<file path="config.mk">
export PLATFORM = sky130hd
export DESIGN_NAME = dm_port_arbiter
export DESIGN_NICKNAME = d
export VERILOG_FILES = /design/src/rtl/dm_port_arbiter.sv
export SDC_FILE = /design/constraint.sdc
export NUM_CORES = 1
export LEC_CHECK = 0
export CORE_AREA = 2 2 113 115
export CTS_CLUSTER_DIAMETER = 120
export DETAILED_ROUTE_END_ITERATION = 10
export DIE_AREA = 0 0 115 117
export GPL_TIMING_DRIVEN = 0
export PLACE_DENSITY = 0.69
export SYNTH_ARGS = -nofsm -noshare
export SYNTH_HDL_FRONTEND = slang
export SYNTH_SLANG_ARGS = --single-unit
</file>
<file path="constraint.sdc">
create_clock -name Clk -period 1.7 [get_ports Clk]
set_input_delay 0.255 -clock Clk [delete_from_list [all_inputs] [get_ports Clk]]
set_output_delay 0.255 -clock Clk [all_outputs]
set_load 0.01 [all_outputs]
</file>
<file path="src/rtl/dm_port_arbiter.sv">
// dm_port_arbiter
// Shares one single-port data memory between the pipeline M stage and a
// bridge/debug port. The M stage normally wins; the bridge is guaranteed
// progress by a starvation counter that flips priority after STARVE_LIMIT
// consecutive lost arbitrations. Memory reads return one cycle after grant.

module dm_port_arbiter #(
    parameter int unsigned STARVE_LIMIT = 4
) (
    input  logic        Clk,
    input  logic        Reset,
    input  logic        M_Req,
    input  logic        M_WE,
    input  logic [31:0] M_Addr,
    input  logic [31:0] M_WD,
    input  logic [3:0]  M_BE,
    output logic        M_Stall,
    output logic [31:0] M_RD,
    input  logic        X_Req,
    input  logic        X_WE,
    input  logic [31:0] X_Addr,
    input  logic [31:0] X_WD,
    input  logic [3:0]  X_BE,
    output logic        X_Ack,
    output logic [31:0] X_RD,
    output logic        Mem_En,
    output logic        Mem_WE,
    output logic [11:0] Mem_Addr,
    output logic [31:0] Mem_WD,
    output logic [3:0]  Mem_BE,
    input  logic [31:0] Mem_RD
);

    typedef enum logic [0:0] {
        ST_IDLE   = 1'b0,
        ST_X_RESP = 1'b1
    } state_t;

    localparam logic [2:0] STARVE_LIM = 3'(STARVE_LIMIT);
    localparam logic [2:0] STARVE_MAX = 3'd7;

    state_t      state_q, state_d;
    logic [2:0]  starve_cnt_q, starve_cnt_d;
    logic        m_rd_pending_q, m_rd_pending_d;
    logic [31:0] m_rd_q, m_rd_d;
    logic [31:0] x_rd_q, x_rd_d;

    logic        x_elig_s;
    logic        starved_s;
    logic        grant_x_s;
    logic        grant_m_s;
    logic        x_ack_s;
    logic [31:0] m_rd_s;
    logic [31:0] x_rd_s;

    // Address bits outside the 4K-word window and the byte offset are ignored.
    logic unused_addr_bits_s;
    assign unused_addr_bits_s = ^{M_Addr[31:14], M_Addr[1:0], X_Addr[31:14], X_Addr[1:0]};

    // Arbitration: bridge only when idle; it beats M only once starved or when M is quiet.
    always_comb begin
        x_elig_s  = (state_q == ST_IDLE) && X_Req;
        starved_s = (starve_cnt_q >= STARVE_LIM);
        grant_x_s = 1'b0;
        grant_m_s = 1'b0;
        if (Reset) begin
            grant_x_s = 1'b0;
            grant_m_s = 1'b0;
        end else if (x_elig_s && (!M_Req || starved_s)) begin
            grant_x_s = 1'b1;
        end else if (M_Req) begin
            grant_m_s = 1'b1;
        end else begin
            grant_x_s = 1'b0;
            grant_m_s = 1'b0;
        end
    end

    // Memory port mux: granted requester's fields, all-zero when nobody is granted.
    always_comb begin
        Mem_En   = 1'b0;
        Mem_WE   = 1'b0;
        Mem_Addr = 12'd0;
        Mem_WD   = 32'd0;
        Mem_BE   = 4'd0;
        if (grant_x_s) begin
            Mem_En   = 1'b1;
            Mem_WE   = X_WE;
            Mem_Addr = X_Addr[13:2];
            Mem_WD   = X_WD;
            Mem_BE   = X_BE;
        end else if (grant_m_s) begin
            Mem_En   = 1'b1;
            Mem_WE   = M_WE;
            Mem_Addr = M_Addr[13:2];
            Mem_WD   = M_WD;
            Mem_BE   = M_BE;
        end else begin
            Mem_En   = 1'b0;
        end
    end

    // Response side: bridge ack/data in X_RESP, M read data one cycle after a load grant.
    always_comb begin
        x_ack_s = 1'b0;
        m_rd_s  = m_rd_q;
        x_rd_s  = x_rd_q;
        if (Reset) begin
            x_ack_s = 1'b0;
            m_rd_s  = 32'd0;
            x_rd_s  = 32'd0;
        end else begin
            x_ack_s = (state_q == ST_X_RESP);
            if (m_rd_pending_q) begin
                m_rd_s = Mem_RD;
            end else begin
                m_rd_s = m_rd_q;
            end
            if (x_ack_s) begin
                x_rd_s = Mem_RD;
            end else begin
                x_rd_s = x_rd_q;
            end
        end
    end

    // Next-state: bridge FSM, starvation counter, pending-read flag and held read data.
    always_comb begin
        state_d        = state_q;
        starve_cnt_d   = starve_cnt_q;
        m_rd_pending_d = grant_m_s && !M_WE;
        m_rd_d         = m_rd_s;
        x_rd_d         = x_rd_s;

        case (state_q)
            ST_IDLE: begin
                if (grant_x_s) begin
                    state_d = ST_X_RESP;
                end else begin
                    state_d = ST_IDLE;
                end
            end
            ST_X_RESP: state_d = ST_IDLE;
            default:   state_d = ST_IDLE;
        endcase

        // Count only arbitrations the bridge actually lost; an X_RESP cycle is not a loss.
        if (grant_x_s || !X_Req) begin
            starve_cnt_d = 3'd0;
        end else if (x_elig_s && grant_m_s && (starve_cnt_q != STARVE_MAX)) begin
            starve_cnt_d = starve_cnt_q + 3'd1;
        end else begin
            starve_cnt_d = starve_cnt_q;
        end

        // A reset in X_RESP abandons the bridge access; the bridge re-requests afterwards.
        if (Reset) begin
            state_d        = ST_IDLE;
            starve_cnt_d   = 3'd0;
            m_rd_pending_d = 1'b0;
        end else begin
            state_d        = state_d;
        end
    end

    // State registers; synchronous reset is folded into the _d logic above.
    always_ff @(posedge Clk) begin
        state_q        <= state_d;
        starve_cnt_q   <= starve_cnt_d;
        m_rd_pending_q <= m_rd_pending_d;
        m_rd_q         <= m_rd_d;
        x_rd_q         <= x_rd_d;
    end

    assign M_Stall = M_Req && !grant_m_s && !Reset;
    assign M_RD    = m_rd_s;
    assign X_Ack   = x_ack_s;
    assign X_RD    = x_rd_s;

endmodule

</file>
==> impl_metrics.yaml <==
power:
  p_leak_nw: 2.780
  totalPowerFinal_mw: 4.559
  vdd_ir_drop_max_mv: 0.3836
  powerDensity_mw_per_mm2: 727.8
setup_path:
  worstReg2RegStart: "state_q"
  reg2reg_slack_ps: 110
  r2r_end: "starve_cnt_q[0]"
  crit_chain: "clkdlybuf4s50_1 > or3b_4 > nor2_8 > buf_6 > buf_6 > a22o_1 > buf_2"
  slowest_delay_ps: 490
  crit_path_start: "X_Req"
  cp_max_fo: 6
  critPathSlowestCell: "clkdlybuf4s50_1"
  cp.required_ps: 1440
  end_kind: "output port"
  cp-start-kind: "input pin"
  crit_type: "in2out"
  path_common_cell: "buf_6"
  r2r_cells: 6
  cp.arrival_ps: 1890
sta:
  fin_crit_sh_pct: 126.1
  drv_slew: 0
  max_slew_margin_pct: 75.79
  grt_setup_unrepaired: "true"
  max_freq_ghz: 0.4664
  worst_pin_slew_ps: 361.5
  holdWs_ps: 482.5
  setup_viol: 89
  layout_min_cycle_time_ps: 2144
  hold_viol: 0
  skew_ps: 10.00
  finalWorstSetupSlack_ps: -443.9
  tns_ps: -27660
floorplan:
  die_x_um: 115
  dieArea_sq_mm: 0.01346
  pin_count: 290
  core-area_sq_mm: 0.01231
  start_util_pct: 24.63
  rows: 41
  dieHeight_um: 117
placement:
  place_inst: 695
  place_area_sq_mm: 0.005713
  hpwlAfterDp_mm: 9.121
  place.gp.congestion: 0.6793
  port_buffers: 249
routing:
  drt_iter0_markers: 71
  vias_per_cell: 4.472
  routed_wl_mm: 12.43
  wl_per_cell_um: 16.21
  vias: 3430
  drtPass1Iterations: 4
  antenna_left: 0
  drc: 0
yosys:
  synth_nets: 472
  ys_seq_area_share_pct: 45.54
  syn-mean-instance-area_sq_um: 10.25
  syn_area_sq_mm: 0.003033
  syn_inst: 296
  synth.distinct_cells: 20
  yosysWarnings: 0
  yosys_register_bits: 69
worst_hold_path:
  hp-start: "starve_cnt_q[0]"
  min_to: "starve_cnt_q[0]"
  hold_path_depth: 1
  hold_class: "reg2reg"
clocking:
  cts_max_level: 3
  clockBufferDepth: 2
  cts_tree: "done"
  clock_latency_ps: 320
  clk_pin_slew_ps: 50
  cts_hold_buf: 0
  cts.sinks: 69
  numCtsBuffers: 9
  root_buffer: "clkbuf_16"
flow_run:
  maxCapViolations: 0
grt:
  antenna_found_initial: 0
  overflow: 0
  grt_use_total_pct: 16.47
  grt_pass1_wl_mm: 17.22
  grt_pass1_vias: 3409
  grt_max_degree: 14
layout:
  area_delta_synth_final_pct: 106.5
  final_nets: 788
  finalInstanceArea_sq_mm: 0.006264
  num_antenna_cells: 0
  final_cells: 767
  drive_above_1_share_pct: 32.58
status:
  violations: "setup timing"
  status: "finished with violations"
==> what timing repair did <==
action,in CTS,in global routing
resized for setup,436,43
setup endpoints to repair,116,111
setup buffers,39,22
pin swaps,20,40
cloned,3,0
==> logic make-up (layout without fill, tap and decap cells) <==
| logic type | count (synthesis) | in the layout | share of synthesized area, % |
|---|---|---|---|
| buffers and inverters | 28 | 349 | 5.239 |
| AOI/OAI and AO/OA | 53 | 53 | 15.18 |
| and+or+nand+nor | 78 | 78 | 11.43 |
| adders and majority gates | 2 | 2 | 0.8250 |
| muxes | 66 | 66 | 21.78 |
| DFF | 69 | 69 | 45.54 |
==> power breakdown <==
part / internal [mW] / switching, mW / leakage (nW) / total (mW)
Combinational: 0.618 / 0.380 / 2.08 / 0.997
Clock: 1.15 / 0.729 / 0.139 / 1.88
Sequential: 1.67 / 0.0158 / 0.562 / 1.69
==> through the flow <==
| stage | utilization (%) | setup slack, ps |
|---|---|---|
| 2_1_floorplan | - | 166.4 |
| 3_3_place_gp | 46.40 | -1061 |
| 3_5_place_dp | 46.40 | -1064 |
| 4_1_cts | 50.11 | -520.3 |
| 5_1_grt | 50.87 | -502.5 |
| 6_report | 50.87 | -443.9 |
==> layer usage <==
metal | vias to the layer above | global-route usage, % | part of all wire (%) | wire length, um
met2 | 131 | 31.14 | 51 | 6359
li1 | 1689 | - | - | -
met3 | 9 | 4.531 | 7.1 | 886
met1 | 1601 | 18.34 | 41 | 5104
met5 | - | 0 | 0 | 0
met4 | 0 | 3.855 | 0.66 | 82
==> worst max-delay path, delay by kind of cell <==
family / cells / cell delay [ps]
buf+inv: 4 / 870
simple gates: 2 / 600
compound gates: 1 / 160
==> sequential cells by signal (all words and copies together), names as in the netlist <==
signal          flops
x_rd_q             32
starve_cnt_q        3
m_rd_pending_q      1
m_rd_q             32
state_q             1
==> how the worst max path moves through the flow <==
stage	slack, ps	endpoint
6_report	-440	Mem_WE
3_5_place_dp	-1060	Mem_WE
3_3_place_gp	-1060	Mem_WE
2_1_floorplan	170	Mem_Addr[0]
5_1_grt	-500	Mem_WE
4_1_cts	-520	Mem_WD[5]
==> synthesized netlist by cell type <==
library cell / number / share of area, %
or3b_4: 1 / 0.37
nand2b_1: 2 / 0.41
a22o_1: 49 / 14
buf_2: 7 / 1.2
nand3b_1: 1 / 0.25
dfxtp_1: 69 / 46
buf_1: 1 / 0.12
inv_1: 2 / 0.25
o41a_1: 1 / 0.37
nand2_1: 1 / 0.12
o21ai_0: 1 / 0.16
mux2i_1: 66 / 22
o211ai_1: 2 / 0.49
ha_1: 2 / 0.82
buf_6: 6 / 2.2
nor2b_1: 6 / 1.2
nor2_8: 1 / 0.66
clkbuf_1: 12 / 1.5
nor3_2: 1 / 0.33
nor2_1: 65 / 8.0
==> placed cells by master, fill, tap and decap left out, types with 6 or more instances in the layout <==
master | synthesis | routed
clkdlybuf4s50_1 | 0 | 152
buf_2 | 7 | 93
dfxtp_1 | 69 | 66
mux2i_1 | 66 | 65
nor2_1 | 65 | 64
a22o_1 | 49 | 49
buf_6 | 6 | 38
buf_4 | 0 | 24
clkbuf_16 | 0 | 9
clkbuf_4 | 0 | 8
buf_12 | 0 | 6
==> area by class of cell <==
class	instances	area (sq um)
sequential	69	1388
clock buffer	10	229.0
inverter	2	7.507
multi-input combinational	199	1505
buffer	21	185.2
timing repair buffer	310	2690
tap	150	187.7
clock inverter	6	71.32
fill	1166	6048
(Power assumes the default switching activity.)
